[config.mk]
export PLATFORM = sky130hd
export DESIGN_NAME = execute_stage_flat
export DESIGN_NICKNAME = d
export VERILOG_FILES = /design/src/rtl/exec_pkg.sv /design/src/rtl/exec_if.sv /design/src/rtl/seq_multiplier.sv /design/src/rtl/execute_stage.sv /design/src/flat_wrapper.sv
export SDC_FILE = /design/constraint.sdc
export NUM_CORES = 1
export LEC_CHECK = 0
export ABC_AREA = 1
export BUFFER_PORTS_ARGS = -buffer_cell sky130_fd_sc_hd__buf_2
export CORE_MARGIN = 2
export CORE_UTILIZATION = 35
export CTS_CLUSTER_SIZE = 8
export DETAILED_ROUTE_END_ITERATION = 12
export PLACE_DENSITY = 0.56
export SLEW_MARGIN = 0
export SYNTH_ARGS = -nofsm -noshare
export SYNTH_HDL_FRONTEND = slang
export SYNTH_SLANG_ARGS = --single-unit
[constraint.sdc]
create_clock -name clk -period 6.78 [get_ports clk]
set_input_delay 1.356 -clock clk [delete_from_list [all_inputs] [get_ports clk]]
set_output_delay 1.356 -clock clk [all_outputs]
set_load 0.05 [all_outputs]
[src/rtl/exec_pkg.sv]
// Shared widths, opcode encodings and FSM state encoding for the execute stage.
package exec_pkg;

    localparam int DATA_W = 16;
    localparam int REG_AW = 3;
    localparam int OP_W   = 4;

    localparam logic [3:0] OP_ADD  = 4'd0;
    localparam logic [3:0] OP_SUB  = 4'd1;
    localparam logic [3:0] OP_AND  = 4'd2;
    localparam logic [3:0] OP_OR   = 4'd3;
    localparam logic [3:0] OP_XOR  = 4'd4;
    localparam logic [3:0] OP_SLL  = 4'd5;
    localparam logic [3:0] OP_SRL  = 4'd6;
    localparam logic [3:0] OP_MOVB = 4'd7;
    localparam logic [3:0] OP_MUL  = 4'd8;

    localparam logic [0:0] S_IDLE = 1'b0;
    localparam logic [0:0] S_MUL  = 1'b1;

    // Every encoding above MUL is a no-op: no write-back, flags untouched.
    function automatic logic is_nop(input logic [3:0] op);
        return op > OP_MUL;
    endfunction

endpackage

[src/rtl/exec_if.sv]
// Decoder-to-execute bundle: op/operand handshake in, write-back triple and flags out.
interface exec_if
    import exec_pkg::*;
#(
    parameter int DW = DATA_W,
    parameter int AW = REG_AW,
    parameter int OW = OP_W
);
    // Handshake: an op transfers on a rising edge where in_valid && in_ready;
    // upstream holds opcode/operands/dst_reg/wr_en stable until that edge.
    logic          in_valid;
    logic          in_ready;
    logic [OW-1:0] opcode;
    logic [DW-1:0] Dout1;
    logic [DW-1:0] Dout2;
    logic [AW-1:0] dst_reg;
    logic          wr_en;

    logic          RegWrite_Flag;
    logic [AW-1:0] Wreg;
    logic [DW-1:0] Datain;
    logic          zero_flag;
    logic          ovf_flag;

    modport slave (
        input  in_valid, opcode, Dout1, Dout2, dst_reg, wr_en,
        output in_ready, RegWrite_Flag, Wreg, Datain, zero_flag, ovf_flag
    );

    modport master (
        output in_valid, opcode, Dout1, Dout2, dst_reg, wr_en,
        input  in_ready, RegWrite_Flag, Wreg, Datain, zero_flag, ovf_flag
    );

endinterface

[src/rtl/seq_multiplier.sv]
// Unsigned shift-add multiplier: one partial product per cycle, W cycles per product.
module seq_multiplier #(
    parameter int W = 16
) (
    input  logic           clk,
    input  logic           rst_n,
    input  logic           start_i,
    input  logic [W-1:0]   a_i,
    input  logic [W-1:0]   b_i,
    output logic           busy_o,
    output logic           done_o,
    output logic [2*W-1:0] product_o
);

    localparam int CW = $clog2(W);
    localparam logic [CW-1:0] LAST = CW'(W - 1);

    logic [2*W-1:0] mcand_q, mcand_d;
    logic [2*W-1:0] acc_q,   acc_d;
    logic [W-1:0]   mplier_q, mplier_d;
    logic [CW-1:0]  cnt_q,   cnt_d;
    logic           busy_q,  busy_d;
    logic [2*W-1:0] acc_sum;

    assign acc_sum = acc_q + (mplier_q[0] ? mcand_q : '0);

    always_comb begin
        mcand_d  = mcand_q;
        acc_d    = acc_q;
        mplier_d = mplier_q;
        cnt_d    = cnt_q;
        busy_d   = busy_q;
        if (busy_q) begin
            acc_d    = acc_sum;
            mcand_d  = mcand_q << 1;
            mplier_d = mplier_q >> 1;
            cnt_d    = cnt_q + CW'(1);
            if (cnt_q == LAST) begin
                busy_d = 1'b0;
            end
        end else if (start_i) begin
            mcand_d  = {{W{1'b0}}, a_i};
            mplier_d = b_i;
            acc_d    = '0;
            cnt_d    = '0;
            busy_d   = 1'b1;
        end
    end

    always_ff @(posedge clk or negedge rst_n) begin
        if (!rst_n) begin
            mcand_q  <= '0;
            acc_q    <= '0;
            mplier_q <= '0;
            cnt_q    <= '0;
            busy_q   <= 1'b0;
        end else begin
            mcand_q  <= mcand_d;
            acc_q    <= acc_d;
            mplier_q <= mplier_d;
            cnt_q    <= cnt_d;
            busy_q   <= busy_d;
        end
    end

    // The last iteration's sum is the product, so it is valid while done_o is high.
    assign busy_o    = busy_q;
    assign done_o    = busy_q && (cnt_q == LAST);
    assign product_o = acc_sum;

endmodule

[src/rtl/execute_stage.sv]
// Execute stage: single-cycle ALU plus sequential multiply, producing the register-file write-back.
module execute_stage
    import exec_pkg::*;
#(
    parameter int DATA_W = exec_pkg::DATA_W,
    parameter int REG_AW = exec_pkg::REG_AW,
    parameter int OP_W   = exec_pkg::OP_W
) (
    input  logic       clk,
    input  logic       rst_n,
    exec_if.slave      bus,
    output logic [0:0] state_o
);

    localparam int SH_W = $clog2(DATA_W);

    logic [0:0]        state_q, state_d;
    logic              ready_q, ready_d;
    logic              rwf_q,   rwf_d;
    logic [REG_AW-1:0] wreg_q,  wreg_d;
    logic [DATA_W-1:0] din_q,   din_d;
    logic              zero_q,  zero_d;
    logic              ovf_q,   ovf_d;
    logic [REG_AW-1:0] dst_q,   dst_d;
    logic              wen_q,   wen_d;

    logic [DATA_W-1:0]   alu_res;
    logic                alu_ovf;
    logic                accept;
    logic                mul_start;
    logic                mul_busy;
    logic                mul_done;
    logic [2*DATA_W-1:0] mul_product;

    assign accept    = bus.in_valid && ready_q;
    assign mul_start = accept && (bus.opcode == OP_MUL);

    always_comb begin
        alu_res = '0;
        alu_ovf = 1'b0;
        case (bus.opcode)
            OP_ADD:  {alu_ovf, alu_res} = {1'b0, bus.Dout1} + {1'b0, bus.Dout2};
            OP_SUB:  {alu_ovf, alu_res} = {1'b0, bus.Dout1} - {1'b0, bus.Dout2};
            OP_AND:  alu_res = bus.Dout1 & bus.Dout2;
            OP_OR:   alu_res = bus.Dout1 | bus.Dout2;
            OP_XOR:  alu_res = bus.Dout1 ^ bus.Dout2;
            OP_SLL:  alu_res = bus.Dout1 << bus.Dout2[SH_W-1:0];
            OP_SRL:  alu_res = bus.Dout1 >> bus.Dout2[SH_W-1:0];
            OP_MOVB: alu_res = bus.Dout2;
            default: ;
        endcase
    end

    seq_multiplier #(.W(DATA_W)) u_mul (
        .clk       (clk),
        .rst_n     (rst_n),
        .start_i   (mul_start),
        .a_i       (bus.Dout1),
        .b_i       (bus.Dout2),
        .busy_o    (mul_busy),
        .done_o    (mul_done),
        .product_o (mul_product)
    );

    always_comb begin
        state_d = state_q;
        ready_d = ready_q;
        rwf_d   = 1'b0;
        wreg_d  = wreg_q;
        din_d   = din_q;
        zero_d  = zero_q;
        ovf_d   = ovf_q;
        dst_d   = dst_q;
        wen_d   = wen_q;
        case (state_q)
            S_IDLE: begin
                ready_d = 1'b1;
                if (mul_start) begin
                    state_d = S_MUL;
                    ready_d = 1'b0;
                    dst_d   = bus.dst_reg;
                    wen_d   = bus.wr_en;
                end else if (accept && !is_nop(bus.opcode)) begin
                    rwf_d  = bus.wr_en;
                    wreg_d = bus.dst_reg;
                    din_d  = alu_res;
                    zero_d = (alu_res == '0);
                    ovf_d  = alu_ovf;
                end
            end
            S_MUL: begin
                if (mul_done) begin
                    state_d = S_IDLE;
                    ready_d = 1'b1;
                    rwf_d   = wen_q;
                    wreg_d  = dst_q;
                    din_d   = mul_product[DATA_W-1:0];
                    zero_d  = (mul_product[DATA_W-1:0] == '0);
                    ovf_d   = |mul_product[2*DATA_W-1:DATA_W];
                end else if (!mul_busy) begin
                    // Multiplier idle without finishing: drop the op rather than stall forever.
                    state_d = S_IDLE;
                    ready_d = 1'b1;
                end
            end
            default: begin
                state_d = S_IDLE;
                ready_d = 1'b1;
            end
        endcase
    end

    always_ff @(posedge clk or negedge rst_n) begin
        if (!rst_n) begin
            state_q <= S_IDLE;
            ready_q <= 1'b0;
            rwf_q   <= 1'b0;
            wreg_q  <= '0;
            din_q   <= '0;
            zero_q  <= 1'b0;
            ovf_q   <= 1'b0;
            dst_q   <= '0;
            wen_q   <= 1'b0;
        end else begin
            state_q <= state_d;
            ready_q <= ready_d;
            rwf_q   <= rwf_d;
            wreg_q  <= wreg_d;
            din_q   <= din_d;
            zero_q  <= zero_d;
            ovf_q   <= ovf_d;
            dst_q   <= dst_d;
            wen_q   <= wen_d;
        end
    end

    assign bus.in_ready      = ready_q;
    assign bus.RegWrite_Flag = rwf_q;
    assign bus.Wreg          = wreg_q;
    assign bus.Datain        = din_q;
    assign bus.zero_flag     = zero_q;
    assign bus.ovf_flag      = ovf_q;
    assign state_o           = state_q;

endmodule
[src/flat_wrapper.sv]
// flat-port wrapper written by rule: the top's interface ports become plain ports
module execute_stage_flat import exec_pkg::*;
#(
    parameter int DATA_W = exec_pkg::DATA_W,
    parameter int REG_AW = exec_pkg::REG_AW,
    parameter int OP_W   = exec_pkg::OP_W
)
  (clk, rst_n, state_o, bus_in_valid, bus_opcode, bus_Dout1, bus_Dout2, bus_dst_reg, bus_wr_en, bus_in_ready, bus_RegWrite_Flag, bus_Wreg, bus_Datain, bus_zero_flag, bus_ovf_flag);
  exec_if bus_i ();
  input  logic clk;
  input  logic rst_n;
  output logic [0:0] state_o;
  input wire logic [$bits(bus_i.in_valid)-1:0] bus_in_valid;
  input wire logic [$bits(bus_i.opcode)-1:0] bus_opcode;
  input wire logic [$bits(bus_i.Dout1)-1:0] bus_Dout1;
  input wire logic [$bits(bus_i.Dout2)-1:0] bus_Dout2;
  input wire logic [$bits(bus_i.dst_reg)-1:0] bus_dst_reg;
  input wire logic [$bits(bus_i.wr_en)-1:0] bus_wr_en;
  output wire logic [$bits(bus_i.in_ready)-1:0] bus_in_ready;
  output wire logic [$bits(bus_i.RegWrite_Flag)-1:0] bus_RegWrite_Flag;
  output wire logic [$bits(bus_i.Wreg)-1:0] bus_Wreg;
  output wire logic [$bits(bus_i.Datain)-1:0] bus_Datain;
  output wire logic [$bits(bus_i.zero_flag)-1:0] bus_zero_flag;
  output wire logic [$bits(bus_i.ovf_flag)-1:0] bus_ovf_flag;
  assign bus_i.in_valid = bus_in_valid;
  assign bus_i.opcode = bus_opcode;
  assign bus_i.Dout1 = bus_Dout1;
  assign bus_i.Dout2 = bus_Dout2;
  assign bus_i.dst_reg = bus_dst_reg;
  assign bus_i.wr_en = bus_wr_en;
  assign bus_in_ready = bus_i.in_ready;
  assign bus_RegWrite_Flag = bus_i.RegWrite_Flag;
  assign bus_Wreg = bus_i.Wreg;
  assign bus_Datain = bus_i.Datain;
  assign bus_zero_flag = bus_i.zero_flag;
  assign bus_ovf_flag = bus_i.ovf_flag;
  execute_stage #(.DATA_W(DATA_W), .REG_AW(REG_AW), .OP_W(OP_W)) u_core (.clk(clk), .rst_n(rst_n), .bus(bus_i), .state_o(state_o));
endmodule
# Yosys cells after proc, flatten, opt, wreduce, memory -nomap -nowiden

Cells that the tools add are included.

Muxes and demuxes: 41
Bitwise gates (word level): 4
Order comparisons: 1
Shifts and indexed selects: 2
Reductions and logical operators: 12
$add $sub $neg: 4
Eq/ne operators: 13

Operator list:

| operator            | number |
|---|---|
| $mux 32             | 5 |
| $pmux 16 s8         | 1 |
| $mux 16             | 5 |
| $add 32x32->32      | 1 |
| $logic_not 16->1    | 2 |
| $pmux 16 s2         | 1 |
| $add 16x16->17      | 1 |
| $mux 1              | 17 |
| $sub 16x16->17      | 1 |
| $and 16x16->16      | 1 |
| $eq 4x3->1 const B  | 4 |
| $or 16x16->16       | 1 |
| $reduce_or 16->1    | 1 |
| $shl 16x4->16       | 1 |
| $shr 16x4->16       | 1 |
| $xor 16x16->16      | 1 |
| $pmux 1 s2          | 6 |
| $mux 3              | 3 |
| $eq 4x2->1 const B  | 2 |
| $eq 4x4->1 const B  | 2 |
| $mux 4              | 2 |
| $pmux 3 s2          | 1 |
| $add 4x1->4 const B | 1 |
| $eq 4x1->1 const B  | 1 |
| other kinds (11)    | 15 |

Register bits: 113
Input bits: 43

# Longest topological paths before layout

Gate-level depths: netlist of the first run.

Depth in word-level cells: 6
Depth in mapped cells: 22

# By module

From an unflattened synthesis of the first run, not the netlist that was laid out.

Cells, all modules: 1931
Area total of the unflattened synthesis: 11658.7 um^2

Modules (own cells, without submodules):

| module         | area an instance (um^2) | cells each | seq. area each (um^2) | times used |
|---|---|---|---|---|
| seq_multiplier | 6049.6                  | 908        | 2127.0                | 1 |
| execute_stage  | 5609.1                  | 1023       | 700.7                 | 1 |

# Least setup slack after synthesis of the first run

No wires, ideal clock.

Path kind: in2reg
Start point: input bus_Dout2[2]
End point: register u_core.zero_q, in the netlist u_core.bus.zero_flag
Stages on the path: 18
Arrival: 3.308 ns
Slack: 3.395 ns
Path through: buf_2 > inv_2 > buf_2 > ha_1 > buf_4 > nor2_1 > nand2_1 > nand2_1 > nand2_1 > nand2_1 > nand2_1 > a21oi_1 > nor2_1 > nor2_1 > nand2_1 > nor2_1 > nand3_1 > a21oi_1

Longest elaborated chain between the ends: 6
Elaborated cells on any way between the ends: 12
Those cells by class: 2 x add/sub; 2 x shift; 4 x mux; 3 x bitwise; 1 x reduce/logical

RTL lines:

| element                                | RTL line             | RTL |
|---|---|---|
| start, declared                        | flat_wrapper.sv:16   | `input wire logic [$bits(bus_i.Dout2)-1:0] bus_Dout2;` |
| $sub 16x16->17 (tied with other cells) | execute_stage.sv:43  | `OP_SUB: {alu_ovf, alu_res} = {1'b0, bus.Dout1} - {1'b0, bus.Dout2};` |
| $pmux 16 s8 *                          | execute_stage.sv:41  | `case (bus.opcode)` |
| $logic_not 16->1 *                     | execute_stage.sv:87  | `zero_d = (alu_res == '0);` |
| $mux 1 *                               | execute_stage.sv:83  | `end else if (accept && !is_nop(bus.opcode)) begin` |
| $mux 1 *                               | execute_stage.sv:78  | `if (mul_start) begin` |
| $pmux 1 s2 *                           | execute_stage.sv:75  | `case (state_q)` |
| end signal, assigned                   | execute_stage.sv:130 | `zero_q <= zero_d;` |
| end, declared                          | execute_stage.sv:22  | `logic zero_q, zero_d;` |

Mark *: on every way between the ends. The rest lies on a longest branch, timed or not. The select of a mux whose other input is x is not followed.
A chain may end at the register's enable or synchronous reset.

# Worst setup path in the final report of the first run

Start point: input bus_Dout2[1]
End point: register u_core.zero_q, in the netlist u_core.bus.zero_flag

Same word-level chain as after synthesis.

==> impl_metrics.tcl, run 1 <==
set metrics [dict create \
    mostFrequentLayoutCell "nand2_1" \
    avgViaCountPerCell 5.138 \
    worst_r2r_endpoint "u_core.bus.ovf_flag" \
    clkTransAtPathRegs_ps 60 \
    dp_hpwl_mm 34.88 \
    drtIter0Drc 946 \
    yosys_warnings 0 \
    h-tree-depth 4 \
    clk_latency_ps 440 \
    p_leak_nw 7.141 \
    vdd_drop_max_v 0.0002378 \
    worstHoldStart "u_core.bus.Datain[12]" \
    grt_max_degree 66 \
    area_delta_synth_final_pct 10.92 \
    hold_buffers 0 \
    place_congestion 0.9776 \
    drv_slew 0 \
    grt_use_total_pct 26.87 \
    rr_worst_depth 21 \
    min_path_type "register to register" \
    cpMostUsedCell "nand3_1" \
    clockBufferDepth 2 \
    synth-seq-cells 113 \
    p_per_area_nw_per_um2 450.3 \
    core_region_area_um2 32370 \
    io_pins 67 \
    grt_overflow 0 \
    antenna_found_initial 0 \
    drt.antenna.violating_nets 0 \
    drive_gt1_share_pct 7.473 \
    fin_crit_ps 3991 \
    rsz0062_at_grt "false" \
    clock-sinks 113 \
    grt_pass1_wl_mm 69.32 \
    dp.cells 2377 \
    fp.dieH_um 184.8 \
    ys.flop_type "dfrtp_1" \
    skew_ps 13.83 \
    synth_xor_area_share_pct 1.225 \
    start_util_pct 35.34 \
    slowest_delay_ps 580 \
    synth_edf_count 0 \
    min_path_cells 2 \
    finalHoldViolCount 0 \
    drv_cap 0 \
    nets 2084 \
    post_cts_buffers 0 \
    drt-total-wl_mm 44.42 \
    cts-root-buf "clkbuf_16" \
    max_clock_freq_mhz 250.5 \
    yosysSeqAreaShare_pct 24.72 \
    grt_pass1_vias 12059 \
    die-area_um2 34150 \
    mostFrequentLayoutCells "644 x nand2_1, 278 x inv_1, 219 x nor2_1, 207 x nand3_1, 113 x dfrtp_1" \
    setup_tns_ps 0 \
    finalSetupViolCount 0 \
    ys_async_sr_fraction_pct 100.0 \
    synth_area_um2 11440 \
    critPathKind "primary input to register" \
    drc 0 \
    drt_pass1_iterations 7 \
    synth.net_count 2055 \
    postSynthAreaPerCell_um2 5.943 \
    crit_arrival_ps 4360 \
    synthMuxAreaShare_pct 0.3937 \
    synth_top_family_by_area "simple AND/OR/NAND/NOR gates" \
    dieWidth_um 184.8 \
    r2r_start "u_core.u_mul.mplier_q[0]" \
    hold_end "u_core.bus.Datain[12]" \
    end_kind "register" \
    worstSetupStartpointType "primary input" \
    postCtsResizedCells 0 \
    synth-simple-area-share_pct 40.66 \
    fin_cells 2409 \
    synth_fa_ha_area_share_pct 9.712 \
    cp_slowest_cell "fa_1" \
    path_max_fanout 40 \
    num_rows 66 \
    synth.distinct_cells 40 \
    worst_pin_slew_ps 1072 \
    status "finished clean" \
    regToRegSetupSlack_ps 3380 \
    cts_tree "built" \
    insertedDiodeCount 0 \
    place.port_buffers 66 \
    routedWlPerCell_um 18.44 \
    finalCritPeriodShare_pct 58.87 \
    synthCells 1925 \
    crit_chain "buf_2, inv_2, fa_1, inv_1, nand3_1, nand3_1, nand3_1, nand3_1, nand2_1, nand3_1, nand2_1, nor2_1, nand2_1, nor2_1, nand3_1, a21oi_1" \
    critPathRequiredTime_ps 7150 \
    relSlewSlack_pct 28.47 \
    num_vias 12377 \
    synth_compound_area_share_pct 10.77 \
    cts_made_buffers 17 \
]
## where the power goes
group	internal, mW	switching (mW)
sequential	0.972	0.203
combinational	1.13	2.45
clock	0.558	0.404
total	2.66	3.06
## worst max path at each step
stage	start	to	cells after the start
after floorplan	bus_Dout2[2]	u_core.bus.zero_flag	18
after global placement	bus_Dout2[2]	u_core.bus.zero_flag	17
after detailed placement	bus_Dout2[2]	u_core.bus.zero_flag	17
after CTS	bus_Dout2[2]	u_core.bus.zero_flag	17
after global routing	bus_Dout2[2]	u_core.bus.zero_flag	17
final	bus_Dout2[1]	u_core.bus.zero_flag	16
## final cells by class
class                   count  area (um2)
flip-flops and latches    113        2828
inverters                 299        1125
fillers                  3650       19680
multi-input cells        1450        7187
repair buffers             73       385.4
clock buffers              17       425.4
well taps                 442       553.0
clock inverters            15       185.2
## per-stage QoR
stage	area [um2]	utilization, %	hold WS, ps	setup WS (ps)	power, mW
3_3_place_gp	12080	37.31	465.9	2447	4.701
3_5_place_dp	12080	37.31	465.6	2412	4.722
2_1_floorplan	11440	-	453.1	3395	3.721
6_report	12690	39.20	480.6	2789	5.713
4_1_cts	12690	39.20	482.8	2871	5.716
5_1_grt	12690	39.20	519.7	2475	6.263
## worst max-delay path, delay by kind of cell
kind                       cells  cell delay, ps
and+or+nand+nor               11            1180
adders and majority gates      1             580
buffers and inverters          3            1080
AOI/OAI and AO/OA              1             120
## synthesized netlist by cell type (8+ instances only)
cell | instances | area, um2
nand2_2 | 8 | 50.05
a21oi_1 | 77 | 385.4
nor2_1 | 219 | 822.0
xor2_1 | 8 | 70.07
buf_2 | 23 | 115.1
nand4_1 | 15 | 93.84
nor3_1 | 13 | 65.06
o22ai_1 | 49 | 306.5
o21ai_0 | 42 | 210.2
clkbuf_1 | 25 | 93.84
ha_1 | 84 | 1051
xnor2_1 | 8 | 70.07
inv_2 | 19 | 71.32
dfrtp_1 | 113 | 2828
buf_1 | 8 | 30.03
inv_1 | 279 | 1047
nand3_1 | 207 | 1036
a22o_1 | 21 | 183.9
o21ai_1 | 10 | 50.05
nand2_1 | 645 | 2421
## routing by layer
| metal | GRT usage (%) | vias to the layer above | share of wire (%) |
|---|---|---|---|
| li1 | - | 6145 | - |
| met1 | 35.59 | 5860 | 46 |
| met2 | 44.88 | 318 | 47 |
| met3 | 4.011 | 54 | 4.8 |
| met4 | 8.603 | 0 | 2.7 |
| met5 | 0 | - | 0 |
## kinds of logic (layout without fill, tap and decap cells)
logic type / count (synthesis) / after routing
xor gates and xnor gates: 16 / 16
and+or+nand+nor: 1131 / 1131
buffers and inverters: 362 / 404
AOI/OAI and AO/OA: 212 / 212
muxes: 4 / 4
adders and majority gates: 87 / 87
DFF: 113 / 113
## state kept, by name (all words and copies together), names as in the netlist
register                  flops
u_core.bus.Datain            16
u_core.bus.RegWrite_Flag      1
u_core.bus.Wreg               3
u_core.bus.in_ready           1
u_core.bus.ovf_flag           1
u_core.bus.zero_flag          1
u_core.dst_q                  3
u_core.state_o                1
u_core.u_mul.acc_q           32
u_core.u_mul.busy_o           1
u_core.u_mul.cnt_q            4
u_core.u_mul.mcand_q         32
u_core.u_mul.mplier_q        16
u_core.wen_q                  1
Note: power is estimated with default switching activity, not from simulation.
==> run 2: changes to the inputs <==
- PLACE_DENSITY: 0.56 -> 0.58
- clock period: 6.78 -> 3.4 ns (I/O delays scaled with it)
==> impl_metrics.tcl, run 2 (same netlist as run 1, synthesis figures left out) <==
set metrics [dict create \
    max_clock_freq_mhz 322.3 \
    worst_pin_slew_ps 1012 \
    num_vias 12580 \
    place_congestion 1.027 \
    antenna_found_initial 0 \
    routedWlPerCell_um 18.46 \
    mostFrequentLayoutCells "644 x nand2_1, 278 x inv_1, 219 x nor2_1, 207 x nand3_1, 113 x dfrtp_1" \
    h-tree-depth 4 \
    worstSetupStartpointType "register" \
    die-area_um2 34150 \
    preCtsSetupSlack_ps 128.8 \
    place.port_buffers 66 \
    grt_use_total_pct 26.99 \
    finalSetupViolCount 0 \
    end_kind "register" \
    start_util_pct 35.34 \
    p_per_area_nw_per_um2 880.0 \
    nets 2115 \
    min_path_type "primary input to asynchronous set/reset pin" \
    path_max_fanout 24 \
    critPathKind "register to register" \
    finalHoldViolCount 0 \
    drt_pass1_iterations 5 \
    grt_pass1_vias 12284 \
    num_rows 66 \
    finalCritPeriodShare_pct 91.26 \
    fin_crit_ps 3103 \
    p_leak_nw 7.292 \
    drc 0 \
    crit_arrival_ps 3430 \
    clockBufferDepth 2 \
    drv_cap 0 \
    reg.largest.list "u_core.u_mul.acc_q x32, u_core.u_mul.mcand_q x32" \
    drt.antenna.violating_nets 0 \
    area_delta_synth_final_pct 13.13 \
    vdd_drop_max_v 0.0003910 \
    insertedDiodeCount 0 \
    drive_gt1_share_pct 8.909 \
    setup_tns_ps 0 \
    status "finished clean" \
    drt-total-wl_mm 45.05 \
    cts_tree "built" \
    relSlewSlack_pct 32.29 \
    fin_cells 2440 \
    fin_ws_ps 297.0 \
    mostFrequentLayoutCell "nand2_1" \
    skew_ps 11.79 \
    dp_hpwl_mm 36.13 \
    rsz0062_at_grt "false" \
    clkTransAtPathRegs_ps 60 \
    fp.dieH_um 184.8 \
    grt_pass1_wl_mm 69.52 \
    io_pins 67 \
    clock-sinks 113 \
    clk_latency_ps 440 \
    grt_overflow 0 \
    grt_max_degree 60 \
    drv_slew 0 \
    critPathRequiredTime_ps 3730 \
    dieWidth_um 184.8 \
    cts-root-buf "clkbuf_16" \
    drtIter0Drc 1217 \
    dp.cells 2408 \
    avgViaCountPerCell 5.156 \
    cts_made_buffers 17 \
    core_region_area_um2 32370 \
]
[run 2: cell count changes in the layout (fill, tap and decap cells not counted), sizes merged]
cell and delta:
clkinv +5, clkbuf +2, inv -7, buf +31
[run 2: worst paths after layout]
| check | startpoint | to | cells past startpoint | slack, ps |
|---|---|---|---|---|
| worst max-delay path | u_core.u_mul.mplier_q[0] | u_core.bus.ovf_flag | 21 | 300 |
| worst min-delay path | rst_n | u_core.u_mul.mcand_q[8] | 1 | 320 |
| worst max register to register | u_core.u_mul.mplier_q[0] | u_core.bus.ovf_flag | 21 | 300 |
| worst min register to register | u_core.bus.Datain[12] | u_core.bus.Datain[12] | 2 | 480 |
| max in group asynchronous | rst_n | u_core.u_mul.mcand_q[11] | 2 | 2350 |
| min in group clk | u_core.bus.Datain[12] | u_core.bus.Datain[12] | 2 | 480 |
[run 2: metrics by stage]
| stage | total power [mW] | util, % | area, um2 | hold slack (ps) |
|---|---|---|---|---|
| 6_report | 11.39 | 39.98 | 12940 | 323.9 |
| 5_1_grt | 12.47 | 39.98 | 12940 | 399.1 |
| 4_1_cts | 11.38 | 39.95 | 12930 | 361.9 |
| 3_5_place_dp | 9.468 | 38.11 | 12340 | 467.2 |
| 3_3_place_gp | 9.413 | 38.11 | 12340 | 464.2 |
| 2_1_floorplan | 7.421 | - | 11440 | 384.4 |
[run 2: cell type report]
class,count,area (um2)
clock inverter,13,153.9
tap,442,553.0
fill,3599,19430
clock buffer,19,442.9
inverter,299,1125
multi-input combinational,1450,7192
sequential,113,2828
timing repair buffer,104,646.9
[run 2: repair_timing]
item | 4_1_cts | 5_1_grt
resized for setup | 0 | 2
hold buffers | 0 | 0
buffers inserted | 0 | 0
endpoints found under the setup margin | 0 | 1
[run 2: metal layers]
metal / track usage (%) / vias up / wire length (um)
li1: - / 6216 / -
met1: 34.70 / 5845 / 19880
met2: 44.91 / 429 / 20850
met3: 4.483 / 90 / 2656
met4: 11.02 / 0 / 1660
met5: 0 / - / 0
[run 2: worst max-delay path, cell delays in order, from the launching register on]
cell     delay [ps]
dfrtp_1         360
buf_6           220
buf_4           240
nand2_1          80
inv_1            80
ha_1            280
nand2_1         130
inv_1            80
a21oi_1         140
nand2_1         160
nand2_1         100
nand2_1         130
nand2_1         120
nand2_1          60
nand2_1          50
nand2_1          60
nor2_1           80
nand2_1          90
nor2_1          260
nand3_1         130
nand2_1          70
nand2_1          50
[run 2: power by group]
group          switching, mW  total (mW)  internal (mW)
clock                  0.745        1.86           1.11
sequential             0.410        2.35           1.94
combinational           4.87        7.18           2.31
total                   6.02        11.4           5.36
==> run 3: changes to the inputs <==
- CORE_UTILIZATION: 35 -> 48
- CTS_CLUSTER_SIZE: 8 -> 40
- PLACE_DENSITY: 0.58 -> 0.73
==> impl_metrics.tcl, run 3 (same netlist as run 1, synthesis figures left out) <==
set metrics [dict create \
    relSlewSlack_pct 47.89 \
    worst_pin_slew_ps 781.6 \
    post_cts_buffers 0 \
    mostFrequentLayoutCell "nand2_1" \
    grt_use_total_pct 34.52 \
    grt_pass1_wl_mm 65.43 \
    io_pins 67 \
    end_kind "register" \
    grt_pass1_vias 12108 \
    start_util_pct 48.88 \
    grt_max_degree 82 \
    p_comb_share_pct 62.9 \
    rsz0062_at_grt "false" \
    core_region_area_um2 23400 \
    p_total_mw 11.45 \
    clkTransAtPathRegs_ps 70 \
    status "finished clean" \
    drv_cap 0 \
    p_int_mw 5.435 \
    cts-root-buf "clkbuf_16" \
    routedWlPerCell_um 18.29 \
    drv_slew 0 \
    place.port_buffers 66 \
    drive_gt1_share_pct 8.442 \
    area_delta_synth_final_pct 11.53 \
    critPathRequiredTime_ps 3720 \
    p_leak_nw 7.271 \
    min_path_type "primary input to asynchronous set/reset pin" \
    switching_share_pct 52.54 \
    nets 2107 \
    mostFrequentLayoutCells "645 x nand2_1, 278 x inv_1, 219 x nor2_1, 207 x nand3_1, 113 x dfrtp_1" \
    num_vias 12791 \
    hold_buffers 0 \
    dieWidth_um 158.4 \
    avgViaCountPerCell 5.537 \
    antenna_found_initial 0 \
    worstSetupStartpointType "register" \
    critPathKind "register to register" \
    drc 0 \
    fillers 2524 \
    place_congestion 1.045 \
    clockBufferDepth 2 \
    num_rows 56 \
    finalCritPeriodShare_pct 90.84 \
    max_clock_freq_mhz 323.8 \
    finalHoldViolCount 0 \
    die-area_um2 25080 \
    postCtsResizedCells 0 \
    hold_slack_ps 207.3 \
    drt-total-wl_mm 42.24 \
    fin_crit_ps 3088 \
    clk_latency_ps 440 \
    cts_made_buffers 17 \
    path_max_fanout 4 \
    grt_overflow 0 \
    vdd_drop_max_v 0.0003910 \
    setup_tns_ps 0 \
    power_switching_mw 6.016 \
    drt_pass1_iterations 8 \
    h-tree-depth 4 \
    share_clk_of_total_power_pct 16.8 \
    skew_ps 15.41 \
    dp_hpwl_mm 33.33 \
    cts_tree "built" \
    power_frac_seq_pct 20.3 \
    finalSetupViolCount 0 \
    reg.largest.list "u_core.u_mul.acc_q x32, u_core.u_mul.mcand_q x32" \
    drt.antenna.violating_nets 0 \
    regToRegSetupSlack_ps 310 \
    p_per_area_nw_per_um2 897.6 \
    clock-sinks 113 \
    drtIter0Drc 1177 \
    fp.dieH_um 158.4 \
    crit_arrival_ps 3410 \
]
-- run 3: worst paths after layout --
check,cells after the start,to,startpoint
max in group asynchronous,2,u_core.bus.Datain[15],rst_n
setup reg to reg,20,u_core.bus.ovf_flag,u_core.u_mul.mplier_q[0]
hold / removal,1,u_core.u_mul.mcand_q[21],rst_n
hold reg to reg,2,u_core.bus.Datain[15],u_core.bus.Datain[15]
setup / recovery,20,u_core.bus.ovf_flag,u_core.u_mul.mplier_q[0]
min in group clk,2,u_core.bus.Datain[15],u_core.bus.Datain[15]
-- run 3: power groups by stage --
stage | registers (mW) | clock network (mW) | logic, mW
after floorplan | 2.51 | 0 | 4.91
after global placement | 2.31 | 0 | 6.97
after detailed placement | 2.33 | 0 | 7.06
after CTS | 2.32 | 1.95 | 7.12
after global routing | 2.39 | 2.02 | 8.05
final | 2.32 | 1.93 | 7.20
-- run 3: critical path: stages (launching register included) --
cell	delay (ps)
dfrtp_1	410
nand2_1	80
inv_1	60
ha_1	280
fa_1	460
nand3_1	100
nand3_1	150
nand2_1	100
nand2_1	140
nand2_1	90
nand2_1	110
nand2_1	100
nand2_1	50
nand2_1	50
nand2_1	70
nor2_1	90
nand2_1	70
nor2_1	250
nand3_1	140
nand2_1	90
nand2_1	50
-- run 3: final cells by class --
cell class              count  area [um2]  area share, %
multi-input cells        1450        7184          56.31
flip-flops and latches    113        2828          22.16
inverters                 299        1125          8.816
repair buffers             96       595.6          4.668
clock buffers              17       425.4          3.334
well taps                 319       399.1          3.128
clock inverters            15       198.9          1.559
diodes                      1       2.502        0.01961
-- run 3: per-stage QoR --
stage                     worst slack (ps)  instances  util [%]  cell area, um2
after floorplan                      690.5       1925         -           11440
after global placement               300.3       2277     51.84           12130
after detailed placement             270.5       2277     51.84           12130
after CTS                            370.1       2309     54.51           12760
after global routing                 41.47       2309     54.51           12760
final                                311.6       2310     54.52           12760
-- run 3: layer usage --
metal  part of all wire [%]  global-route usage, %  routed length, um  vias up
met5                      0                      0                  0        -
met4                    5.2                  17.37               2190        0
met3                    7.4                  6.179               3135      115
met2                     48                  58.76              20110      553
met1                     40                  41.93              16810     5922
li1                       -                      -                  -     6201
